### src/rtl/csr_commit_ctrl_pkg.sv
// ---------------------------------------------------------------------------
// csr_commit_ctrl_pkg
//   Shared definitions for the write-back CSR commit controller: CSR
//   operation codes, the interrupt exception code, redirect FSM state
//   encodings and a helper that sizes the drain counter.
// ---------------------------------------------------------------------------
package csr_commit_ctrl_pkg;

  typedef enum logic [1:0] {
    CSR_OP_NONE = 2'b00,
    CSR_OP_RD   = 2'b01,
    CSR_OP_WR   = 2'b10,
    CSR_OP_XCHG = 2'b11
  } csr_op_e;

  localparam logic [5:0] ECODE_INT     = 6'h00;
  localparam logic [8:0] ESUBCODE_NONE = 9'h000;

  typedef enum logic [1:0] {
    ST_RUN      = 2'd0,
    ST_REDIRECT = 2'd1,
    ST_DRAIN    = 2'd2
  } state_e;

  // Width of a counter holding 0..n; never narrower than one bit so a
  // zero-length drain still yields a legal vector.
  function automatic int cnt_width(input int n);
    return (n < 1) ? 1 : $clog2(n + 1);
  endfunction

endpackage

### src/rtl/csr_commit_ctrl_if.sv
// ---------------------------------------------------------------------------
// csr_commit_ctrl_if
//   Bundles the three handshakes of the commit controller:
//     ws_*      : instruction arriving from the write-back stage
//     csr_*     : request/response to the CSR register file
//     redir_*   : registered fetch redirect request
//   master : the commit controller
//   slave  : the surrounding pipeline / CSR file / fetch unit
// ---------------------------------------------------------------------------
interface csr_commit_ctrl_if;

  logic        ws_valid;
  logic        ws_ready;
  logic [31:0] ws_pc;
  logic        ws_ex;
  logic [5:0]  ws_ecode;
  logic [8:0]  ws_esubcode;
  logic [31:0] ws_vaddr;
  logic        ws_ertn;
  logic [1:0]  ws_csr_op;
  logic [13:0] ws_csr_num;
  logic [31:0] ws_rj_value;
  logic [31:0] ws_rkd_value;

  logic [13:0] csr_num;
  logic        csr_re;
  logic        csr_we;
  logic [31:0] csr_wmask;
  logic [31:0] csr_wvalue;
  logic [31:0] csr_rvalue;

  logic        redir_valid;
  logic [31:0] redir_target;
  logic        redir_ready;

  modport master (
    input  ws_valid, ws_pc, ws_ex, ws_ecode, ws_esubcode, ws_vaddr, ws_ertn,
           ws_csr_op, ws_csr_num, ws_rj_value, ws_rkd_value,
           csr_rvalue, redir_ready,
    output ws_ready, csr_num, csr_re, csr_we, csr_wmask, csr_wvalue,
           redir_valid, redir_target
  );

  modport slave (
    output ws_valid, ws_pc, ws_ex, ws_ecode, ws_esubcode, ws_vaddr, ws_ertn,
           ws_csr_op, ws_csr_num, ws_rj_value, ws_rkd_value,
           csr_rvalue, redir_ready,
    input  ws_ready, csr_num, csr_re, csr_we, csr_wmask, csr_wvalue,
           redir_valid, redir_target
  );

endinterface

### src/rtl/csr_commit_ctrl_ex_redirect_fsm.sv
// ---------------------------------------------------------------------------
// csr_commit_ctrl_ex_redirect_fsm
//   RUN -> REDIRECT on a committed exception/ERTN, REDIRECT -> DRAIN on the
//   fetch handshake, DRAIN -> RUN after DRAIN_CYCLES cycles.
// Ports
//   clk, resetn     : clock, synchronous active-low reset
//   ev              : exception or ERTN committed this cycle (only in RUN)
//   ev_is_ex        : the event is an exception (else ERTN)
//   ex_entry        : exception entry PC, sampled on ev
//   ertn_pc         : ERTN return PC, sampled on ev
//   redir_ready     : fetch accepts the redirect
//   state           : current FSM state
//   redir_valid     : registered redirect request
//   redir_target    : registered redirect PC
// ---------------------------------------------------------------------------
module csr_commit_ctrl_ex_redirect_fsm
  import csr_commit_ctrl_pkg::*;
#(
  parameter int DRAIN_CYCLES = 2
) (
  input  logic        clk,
  input  logic        resetn,
  input  logic        ev,
  input  logic        ev_is_ex,
  input  logic [31:0] ex_entry,
  input  logic [31:0] ertn_pc,
  input  logic        redir_ready,
  output state_e      state,
  output logic        redir_valid,
  output logic [31:0] redir_target
);

  localparam int              CNT_W      = cnt_width(DRAIN_CYCLES);
  localparam logic [CNT_W-1:0] DRAIN_INIT = CNT_W'(DRAIN_CYCLES);
  localparam logic [CNT_W-1:0] CNT_ONE    = CNT_W'(1);

  state_e           state_nxt;
  logic [CNT_W-1:0] cnt;
  logic [CNT_W-1:0] cnt_nxt;

  // NOTE: every combinational output gets a default before any branch so
  // no path leaves it unassigned, which would otherwise infer a latch.
  always_comb begin
    state_nxt = state;
    cnt_nxt   = cnt;
    case (state)
      ST_RUN: begin
        if (ev) state_nxt = ST_REDIRECT;
      end
      ST_REDIRECT: begin
        if (redir_valid && redir_ready) begin
          if (DRAIN_CYCLES == 0) begin
            state_nxt = ST_RUN;
          end else begin
            state_nxt = ST_DRAIN;
            cnt_nxt   = DRAIN_INIT;
          end
        end
      end
      ST_DRAIN: begin
        if (cnt <= CNT_ONE) begin
          state_nxt = ST_RUN;
          cnt_nxt   = '0;
        end else begin
          cnt_nxt = cnt - CNT_ONE;
        end
      end
      default: begin
        state_nxt = ST_RUN;
        cnt_nxt   = '0;
      end
    endcase
  end

  // NOTE: sequential state uses non-blocking assignments so every flop
  // samples pre-edge values regardless of statement order.
  always_ff @(posedge clk) begin
    if (!resetn) begin
      state        <= ST_RUN;
      cnt          <= '0;
      redir_valid  <= 1'b0;
      redir_target <= '0;
    end else begin
      state       <= state_nxt;
      cnt         <= cnt_nxt;
      redir_valid <= (state_nxt == ST_REDIRECT);
      // Target is captured in the event cycle and held through REDIRECT.
      if (ev) redir_target <= ev_is_ex ? ex_entry : ertn_pc;
    end
  end

endmodule

### src/rtl/csr_commit_ctrl.sv
// ---------------------------------------------------------------------------
// csr_commit_ctrl
//   Write-back-stage initiator for the CSR register file. Converts the
//   committing instruction into CSR read/write requests, exception / ERTN
//   pulses and a GPR write of the old CSR value; converts pending
//   interrupts into INT exceptions; redirects fetch and drains wrong-path
//   instructions afterwards.
// Ports
//   clk, resetn          : clock, synchronous active-low reset
//   bus (master)         : ws_* instruction, csr_* register file, redir_*
//   has_int              : pending enabled interrupt
//   ertn_pc, ex_entry    : ERA / EENTRY from the CSR file
//   wb_ex, wb_pc, wb_ecode, wb_esubcode, wb_vaddr : exception commit
//   ertn_flush           : ERTN commit pulse
//   rf_we, rf_wdata      : GPR write of the pre-write CSR value
//   flush_all            : kill all earlier pipeline stages
// ---------------------------------------------------------------------------
module csr_commit_ctrl
  import csr_commit_ctrl_pkg::*;
#(
  parameter int DRAIN_CYCLES = 2
) (
  input  logic                clk,
  input  logic                resetn,
  csr_commit_ctrl_if.master   bus,
  input  logic                has_int,
  input  logic [31:0]         ertn_pc,
  input  logic [31:0]         ex_entry,
  output logic                wb_ex,
  output logic [31:0]         wb_pc,
  output logic [5:0]          wb_ecode,
  output logic [8:0]          wb_esubcode,
  output logic [31:0]         wb_vaddr,
  output logic                ertn_flush,
  output logic                rf_we,
  output logic [31:0]         rf_wdata,
  output logic                flush_all
);

  state_e      state;
  logic        go;
  logic        ev;
  csr_op_e     op;
  logic        redir_valid;
  logic [31:0] redir_target;

  always_comb begin
    go  = bus.ws_valid && (state == ST_RUN);
    op  = csr_op_e'(bus.ws_csr_op);

    wb_ex          = 1'b0;
    wb_pc          = '0;
    wb_ecode       = '0;
    wb_esubcode    = '0;
    wb_vaddr       = '0;
    ertn_flush     = 1'b0;
    rf_we          = 1'b0;
    rf_wdata       = '0;
    bus.csr_num    = '0;
    bus.csr_re     = 1'b0;
    bus.csr_we     = 1'b0;
    bus.csr_wmask  = '0;
    bus.csr_wvalue = '0;

    if (go) begin
      bus.csr_num = bus.ws_csr_num;
      // Interrupt wins over everything; the instruction is not executed.
      if (has_int) begin
        wb_ex       = 1'b1;
        wb_pc       = bus.ws_pc;
        wb_ecode    = ECODE_INT;
        wb_esubcode = ESUBCODE_NONE;
      end else if (bus.ws_ex) begin
        wb_ex       = 1'b1;
        wb_pc       = bus.ws_pc;
        wb_ecode    = bus.ws_ecode;
        wb_esubcode = bus.ws_esubcode;
        wb_vaddr    = bus.ws_vaddr;
      end else if (bus.ws_ertn) begin
        ertn_flush = 1'b1;
      end else if (op != CSR_OP_NONE) begin
        bus.csr_re = 1'b1;
        rf_we      = 1'b1;
        rf_wdata   = bus.csr_rvalue;
        case (op)
          CSR_OP_WR: begin
            bus.csr_we     = 1'b1;
            bus.csr_wmask  = 32'hffff_ffff;
            bus.csr_wvalue = bus.ws_rkd_value;
          end
          CSR_OP_XCHG: begin
            bus.csr_we     = 1'b1;
            bus.csr_wmask  = bus.ws_rj_value;
            bus.csr_wvalue = bus.ws_rkd_value;
          end
          default: ;
        endcase
      end
    end

    ev           = wb_ex || ertn_flush;
    flush_all    = ev || (state != ST_RUN);
    bus.ws_ready = (state == ST_RUN);
  end

  csr_commit_ctrl_ex_redirect_fsm #(
    .DRAIN_CYCLES (DRAIN_CYCLES)
  ) u_fsm (
    .clk          (clk),
    .resetn       (resetn),
    .ev           (ev),
    .ev_is_ex     (wb_ex),
    .ex_entry     (ex_entry),
    .ertn_pc      (ertn_pc),
    .redir_ready  (bus.redir_ready),
    .state        (state),
    .redir_valid  (redir_valid),
    .redir_target (redir_target)
  );

  assign bus.redir_valid  = redir_valid;
  assign bus.redir_target = redir_target;

endmodule

### src/flat_wrapper.sv
// flat-port wrapper written by rule: the top's interface ports become plain ports
module csr_commit_ctrl_flat import csr_commit_ctrl_pkg::*;
#(
  parameter int DRAIN_CYCLES = 2
)
  (clk, resetn, has_int, ertn_pc, ex_entry, wb_ex, wb_pc, wb_ecode, wb_esubcode, wb_vaddr, ertn_flush, rf_we, rf_wdata, flush_all, bus_ws_valid, bus_ws_pc, bus_ws_ex, bus_ws_ecode, bus_ws_esubcode, bus_ws_vaddr, bus_ws_ertn, bus_ws_csr_op, bus_ws_csr_num, bus_ws_rj_value, bus_ws_rkd_value, bus_csr_rvalue, bus_redir_ready, bus_ws_ready, bus_csr_num, bus_csr_re, bus_csr_we, bus_csr_wmask, bus_csr_wvalue, bus_redir_valid, bus_redir_target);
  csr_commit_ctrl_if bus_i ();
  input  logic clk;
  input  logic resetn;
  input  logic has_int;
  input  logic [31:0] ertn_pc;
  input  logic [31:0] ex_entry;
  output logic wb_ex;
  output logic [31:0] wb_pc;
  output logic [5:0] wb_ecode;
  output logic [8:0] wb_esubcode;
  output logic [31:0] wb_vaddr;
  output logic ertn_flush;
  output logic rf_we;
  output logic [31:0] rf_wdata;
  output logic flush_all;
  input wire logic [$bits(bus_i.ws_valid)-1:0] bus_ws_valid;
  input wire logic [$bits(bus_i.ws_pc)-1:0] bus_ws_pc;
  input wire logic [$bits(bus_i.ws_ex)-1:0] bus_ws_ex;
  input wire logic [$bits(bus_i.ws_ecode)-1:0] bus_ws_ecode;
  input wire logic [$bits(bus_i.ws_esubcode)-1:0] bus_ws_esubcode;
  input wire logic [$bits(bus_i.ws_vaddr)-1:0] bus_ws_vaddr;
  input wire logic [$bits(bus_i.ws_ertn)-1:0] bus_ws_ertn;
  input wire logic [$bits(bus_i.ws_csr_op)-1:0] bus_ws_csr_op;
  input wire logic [$bits(bus_i.ws_csr_num)-1:0] bus_ws_csr_num;
  input wire logic [$bits(bus_i.ws_rj_value)-1:0] bus_ws_rj_value;
  input wire logic [$bits(bus_i.ws_rkd_value)-1:0] bus_ws_rkd_value;
  input wire logic [$bits(bus_i.csr_rvalue)-1:0] bus_csr_rvalue;
  input wire logic [$bits(bus_i.redir_ready)-1:0] bus_redir_ready;
  output wire logic [$bits(bus_i.ws_ready)-1:0] bus_ws_ready;
  output wire logic [$bits(bus_i.csr_num)-1:0] bus_csr_num;
  output wire logic [$bits(bus_i.csr_re)-1:0] bus_csr_re;
  output wire logic [$bits(bus_i.csr_we)-1:0] bus_csr_we;
  output wire logic [$bits(bus_i.csr_wmask)-1:0] bus_csr_wmask;
  output wire logic [$bits(bus_i.csr_wvalue)-1:0] bus_csr_wvalue;
  output wire logic [$bits(bus_i.redir_valid)-1:0] bus_redir_valid;
  output wire logic [$bits(bus_i.redir_target)-1:0] bus_redir_target;
  assign bus_i.ws_valid = bus_ws_valid;
  assign bus_i.ws_pc = bus_ws_pc;
  assign bus_i.ws_ex = bus_ws_ex;
  assign bus_i.ws_ecode = bus_ws_ecode;
  assign bus_i.ws_esubcode = bus_ws_esubcode;
  assign bus_i.ws_vaddr = bus_ws_vaddr;
  assign bus_i.ws_ertn = bus_ws_ertn;
  assign bus_i.ws_csr_op = bus_ws_csr_op;
  assign bus_i.ws_csr_num = bus_ws_csr_num;
  assign bus_i.ws_rj_value = bus_ws_rj_value;
  assign bus_i.ws_rkd_value = bus_ws_rkd_value;
  assign bus_i.csr_rvalue = bus_csr_rvalue;
  assign bus_i.redir_ready = bus_redir_ready;
  assign bus_ws_ready = bus_i.ws_ready;
  assign bus_csr_num = bus_i.csr_num;
  assign bus_csr_re = bus_i.csr_re;
  assign bus_csr_we = bus_i.csr_we;
  assign bus_csr_wmask = bus_i.csr_wmask;
  assign bus_csr_wvalue = bus_i.csr_wvalue;
  assign bus_redir_valid = bus_i.redir_valid;
  assign bus_redir_target = bus_i.redir_target;
  csr_commit_ctrl #(.DRAIN_CYCLES(DRAIN_CYCLES)) u_core (.clk(clk), .resetn(resetn), .bus(bus_i), .has_int(has_int), .ertn_pc(ertn_pc), .ex_entry(ex_entry), .wb_ex(wb_ex), .wb_pc(wb_pc), .wb_ecode(wb_ecode), .wb_esubcode(wb_esubcode), .wb_vaddr(wb_vaddr), .ertn_flush(ertn_flush), .rf_we(rf_we), .rf_wdata(rf_wdata), .flush_all(flush_all));
endmodule
### config.mk
export PLATFORM = sky130hd
export DESIGN_NAME = csr_commit_ctrl_flat
export DESIGN_NICKNAME = d
export VERILOG_FILES = /design/src/rtl/csr_commit_ctrl_pkg.sv /design/src/rtl/csr_commit_ctrl_if.sv /design/src/rtl/csr_commit_ctrl_ex_redirect_fsm.sv /design/src/rtl/csr_commit_ctrl.sv /design/src/flat_wrapper.sv
export SDC_FILE = /design/constraint.sdc
export NUM_CORES = 1
export LEC_CHECK = 0
export ABC_AREA = 0
export ABC_CLOCK_PERIOD_IN_PS = 2300
export BUFFER_PORTS_ARGS = -buffer_cell sky130_fd_sc_hd__buf_2
export CORE_AREA = 2 2 193 195
export CTS_BUF_LIST = sky130_fd_sc_hd__clkbuf_4 sky130_fd_sc_hd__clkbuf_8
export DETAILED_ROUTE_END_ITERATION = 7
export DIE_AREA = 0 0 195 197
export REMOVE_ABC_BUFFERS = 1
export SYNTH_ARGS = -nofsm -noshare
export SYNTH_HDL_FRONTEND = slang
export SYNTH_HIERARCHICAL = 1
export SYNTH_SLANG_ARGS = --single-unit
### constraint.sdc
create_clock -name clk -period 2.3 [get_ports clk]
set_input_delay 0.115 -clock clk [delete_from_list [all_inputs] [get_ports clk]]
set_output_delay 0.115 -clock clk [all_outputs]
set_load 0.005 [all_outputs]
---- After elaboration in Yosys (flattened, before gate mapping) ----
Index checks and enable logic that the tools add are counted.
storage, ports and cells
  bits of input ports ..................... 262
  output and inout bits ................... 229
  word-level logic and storage cells ...... 78
  register bits ........................... 37
  bits in writable memories ............... 0
  ROM bits ................................ 0
  memories ................................ 0
  bits in latches ......................... 0
cells by class
  add/sub/neg operators ................... 1
  reduce and logical (&&, ||, !) cells .... 9
  div/mod/pow operators ................... 0
  equal/unequal tests ..................... 6
  multiplexer cells ....................... 56
  bitwise operators ....................... 1
  multipliers ............................. 0
  magnitude comparators ................... 1
  shifts and indexed selects .............. 0
operators by type and width
  operator                                              count
  two-way mux 32 bit                                    23
  one-hot mux 32 bit (2 select lines)                   1
  two-way mux 9 bit                                     3
  two-way mux 1 bit                                     18
  two-way mux 6 bit                                     3
  two-way mux 14 bit                                    1
  one-hot mux 2 bit (3 select lines)                    2
  two-way mux 2 bit                                     5
  equality test 2 bit (second input constant)           3
  equality test 2 x 1 -> 1 bit (second input constant)  2
  nonzero test 2 bit                                    2
  <= comparator 2 x 1 -> 1 bit (second input constant)  1
  logical AND 1 bit                                     2
  logical NOT 2 bit                                     1
  logical OR 1 bit                                      2
  != test 2 bit (second input constant)                 1
  AND reduction 2 bit                                   1
  OR reduction 2 bit                                    1
  subtractor 2 x 1 -> 2 bit (second input constant)     1
  inverter 1 bit                                        1

---- Longest topological paths before layout ----
  depth after elaboration ................. 8
  mapped depth ............................ 9
  gate-level depth less buffers ........... 5

---- By module ----
Netlist, hierarchy kept.
modules (own cells, without submodules)
  module                           area each (um^2)  seq. area each (um^2)  instances  cells an instance
  csr_commit_ctrl                  2939.1            0.0                    1          361
  csr_commit_ctrl_ex_redirect_fsm  1685.4            740.7                  1          174

---- Least setup slack after synthesis ----
OpenSTA, ideal clock, no wires.
  path kind ............................... register to register
  from .................................... register u_core.u_fsm.state[1]
  to ...................................... register u_core.u_fsm.redir_target[0]
  arrival ................................. 1.951 ns
  required time ........................... 2.162 ns
  slack ................................... 0.212 ns
  stages on the path, launching flop included .. 10
  path buffers ............................ 5
  library setup time ...................... 0.138 ns
  cell sequence ........................... dfxtp_1 or3b_1 buf_2 buf_6 buf_6 nor2_1 buf_2 buf_4 mux2i_1 a211oi_1
on the way
  word-level cells in the longest chain between the ends .. 4
  elaborated cells between the ends (all ways) .. 6
RTL lines
  element                                                 line                                                           RTL
  from (decl)                                             csr_commit_ctrl_ex_redirect_fsm.sv:28                          output state_e state,
  from (signal assigned)                                  csr_commit_ctrl_ex_redirect_fsm.sv:84                          state <= state_nxt;
  logical NOT 2 bit *                                     csr_commit_ctrl.sv:48                                          go = bus.ws_valid && (state == ST_RUN);
  logical AND 1 bit *                                     csr_commit_ctrl.sv:48
  two-way mux 1 bit *                                     csr_commit_ctrl.sv:65                                          if (go) begin
  net wb_ex                                               flat_wrapper.sv:13                                             output logic wb_ex;
  two-way mux 32 bit or logical OR 1 bit (tied branches)  csr_commit_ctrl_ex_redirect_fsm.sv:88, csr_commit_ctrl.sv:101
  to (signal assigned)                                    csr_commit_ctrl_ex_redirect_fsm.sv:88                          if (ev) redir_target <= ev_is_ex ? ex_entry : ertn_pc;
  to (decl)                                               csr_commit_ctrl_ex_redirect_fsm.sv:30                          output logic [31:0] redir_target
Mark *: on every way through the listed nets, which the timed path passes. The rest lies on a longest branch.
A chain may end at the register's enable or synchronous reset.

---- Worst setup path in the final report ----
  from .................................... register u_core.u_fsm.state[1]
  to ...................................... output port bus_csr_wvalue[16]
on the way
  word-level cells in the longest chain between the ends .. 3
RTL lines
  element             line                   RTL
  logical NOT 2 bit   csr_commit_ctrl.sv:48
  logical AND 1 bit   csr_commit_ctrl.sv:48
  two-way mux 32 bit  csr_commit_ctrl.sv:65
  to (decl)           flat_wrapper.sv:40     output wire logic [$bits(bus_i.csr_wvalue)-1:0] bus_csr_wvalue;
No other way between the ends.

==> metrics.md <==
| Metric | Value |
|---|---|
| Minimum hold slack | 0.09508 ns |
| Ratio of final minimum period to clock period | 94.63% |
| Layout area overhead | 64.96% |
| Final Max Tran Viols | 0 |
| Hold Path Class | input port to flip-flop |
| Die W | ~200 microns |
| Average via count per standard cell | around 3.8 |
| Crit path capture type | output pin |
| Fin util | around a fifth |
| Internal cell power | 0.001575 W |
| CTS tree | built |
| DR pass1 iterations | 4 |
| MaxCap Viol Count | 0 |
| Placed cell area | 0.007486 sq mm |
| Register share of total power | 29.4% |
| Hold Violations, Final | 0 |
| Switching share of total power | 38.95% |
| Cell area after synthesis | 0.004624 sq mm |
| Combinational Power Share | approximately half |
| H-Tree Depth | 2 |
| Routed Wire Length | 22.13 mm |
| Worst skew pair latency | 0.28 ns |
| CP max FO | 40 |
| Synth Flop Type | dfxtp_1 |
| Die area | between 0.03 and 0.04 sq mm |
| Hpwl dp | 18.52 mm |
| Kind of critical path | flip-flop to output pin |
| Drt initial violations | 229 |
| Initial antenna violation count | 5 |
| Number of global-route vias before repair | 5,355 |
| DIE HEIGHT | ~200 microns |
| CP bufs+invs | 3 |
| Clock Skew | 0.005376 ns |
| Post-CTS Setup Bufs | 0 |
| Residual DRC | 0 |
| LEAKAGE | roughly 4 nW |
| FMAX | between 0.4 and 0.5 GHz |
| Post-synth EDFFs | 0 |
| Critical-path top delay cell | or3b_4 |
| Status | complete, no violations |
| NetSw | 0.001005 W |
| Most common cell after layout, fill and taps aside | buf_2 |
| Cell row count | 70 |
| Seq cells post-synth | 37 |
| Worst path cell trace | or3b_4, buf_16, buf_12, nor3_2, buf_2 |
| CP arrival | a little over 2 ns |
| Count of unique library cells instantiated by Yosys | 34 |
| Clock Path Buffers | 2 |
| Routability cong. | 0.9059 |
| Num ports | 491 |
| Port buffer count | 490 |
| Clock Sinks | 37 |
| Clock slew at reported path FFs | 0.07 ns |
| RSZ-0062 raised after global routing | no |
| Initial core utilization | 12.75% |
| Total grt overflow | 0 |
| Core Box Area | 0.03626 sq mm |
| Highest-count cells in the layout ignoring fill and taps | buf_2 (490), nor3_2 (96), inv_1 (82) |
| # nets final | 1,255 |
| Synthesis Warnings | 6 |
| Clock period minus worst slack | 2.177 ns |
| Least-Margin Pin Slew | 1.019 ns |
| Critical path's largest stage delay | 0.53 ns |
| Layout cell share with drive strength beyond 1 | 69.29% |
| Synth Instances | 535 |
| Largest net degree at the start of global routing | 81 |
| Sequential-to-total area share from yosys stat | 16.02% |
| Synthesized area per cell | 8.644 sq um |
| Critical path required time | about 2.2 ns |
| Delay-heaviest family, CP | simple AND/OR/NAND/NOR gates |
| Design area | 0.007629 sq mm |
| Relative slew slack | 31.62% |
| Post-synth ARST share | 0% |
| Wire per inst | 15.15 microns |
| Clk pwr share | 19.4% |
| GRT Total Usage | 10.38% |
| Via count | around 5,600 |
| Pwr Total | 0.002579 W |
| CTS Root Buffer Type | clkbuf_8 |
| Setup Viol. Count Final | 0 |
| Worst VDD drop | approximately 0.18 mV |
| Routed Antenna Nets | 0 |
| PwrDens | 338.1 mW/mm^2 |
| First-pass GRT wire length | 30.98 mm |
| TritonCTS Buffers | 5 |
| CP Launch Type | flip-flop |
==> flip-flops by register name, indices dropped and copies added, names as in the netlist <==
name	count
u_core/u_fsm/redir_target	32
u_core/u_fsm/redir_valid	1
u_core/u_fsm/state	2
u_core/u_fsm/cnt	2
==> routing by layer <==
layer  routed length [microns]  track usage [%]  vias to the layer above
met5                         0                0                        -
met4                       478            2.969                        0
met3                      1794            2.190                       24
met2                     11180            19.18                      309
met1                      8673            12.02                     2532
li1                          -                -                     2715
==> worst register-to-register path, stage by stage, from the launching register on <==
cell      delay, ns
dfxtp_1        0.39
or3b_4         0.53
nor2_4         0.16
buf_12         0.23
mux2i_1        0.32
a211oi_1       0.10
==> cells in the mapped netlist, types with 9 or more instances <==
master / number / area [sq um]
nor3_2: 96 / 960.9
inv_1: 82 / 307.8
nor2_1: 38 / 142.6
dfxtp_1: 37 / 740.7
a211oi_1: 33 / 247.7
mux2i_1: 32 / 320.3
nor2b_1: 32 / 200.2
nor3b_2: 32 / 400.4
nor4b_2: 32 / 480.5
buf_2: 20 / 100.1
buf_6: 18 / 202.7
and2_1: 16 / 100.1
nor3_1: 16 / 80.08
clkbuf_1: 10 / 37.54
buf_4: 9 / 67.56
==> repair_timing <==
item                                    CTS  global route
resized for setup                         0             2
endpoints found under the setup margin    0             7
hold buffers                              0             0
==> per-stage QoR <==
step	setup TNS (ns)	setup slack [ns]	instances
global route	0	0.002325	1459
floorplan	-863.25	-7.795	474
global placement	0	0.4435	1449
detailed placement	0	0.4106	1449
CTS	0	0.09094	1457
finish	0	0.1235	1460
==> final cells by class <==
| cell class | instances | area [sq um] |
|---|---|---|
| fillers | 4081 | 28630 |
| well taps | 468 | 585.6 |
| repair buffers | 508 | 2691 |
| flip-flops and latches | 37 | 740.7 |
| multi-input cells | 354 | 3193 |
| clock buffers | 7 | 96.34 |
| clock inverters | 1 | 5.005 |
| inverters | 83 | 311.5 |
| diodes | 2 | 5.005 |
==> worst paths after layout <==
kind	to	cells after the start	slack, ns	startpoint
hold / removal	u_core/u_fsm/state[1]$_SDFF_PN0_	2	0.1	resetn
setup reg to reg	u_core/u_fsm/redir_target[3]$_SDFFE_PN0P_	5	0.41	u_core/u_fsm/state[1]$_SDFF_PN0_
hold reg to reg	u_core/u_fsm/redir_target[6]$_SDFFE_PN0P_	2	0.48	u_core/u_fsm/redir_target[6]$_SDFFE_PN0P_
setup / recovery	bus_csr_wvalue[16]	5	0.12	u_core/u_fsm/state[1]$_SDFF_PN0_
==> kinds of logic (layout without fill, tap and decap cells) <==
kind of cell               count (synthesis)  count (layout)  synth area share [%]
and+or+nand+nor                          274             274                 52.95
buffers and inverters                    144             599                 15.88
AOI/OAI and AO/OA                         44              44                 7.143
DFF                                       37              37                 16.02
muxes                                     32              32                 6.926
adders and majority gates                  4               4                 1.082
other                                      0               2                     0
==> power groups by stage <==
stage,Combinational (W),Sequential (W),Clock [W]
2_1_floorplan,0.000661,0.000777,0
3_3_place_gp,0.00130,0.000770,0
3_5_place_dp,0.00132,0.000773,0
4_1_cts,0.00132,0.000759,0.000530
5_1_grt,0.00144,0.000770,0.000568
6_report,0.00132,0.000758,0.000499
Power figures use the tool's default switching activity.
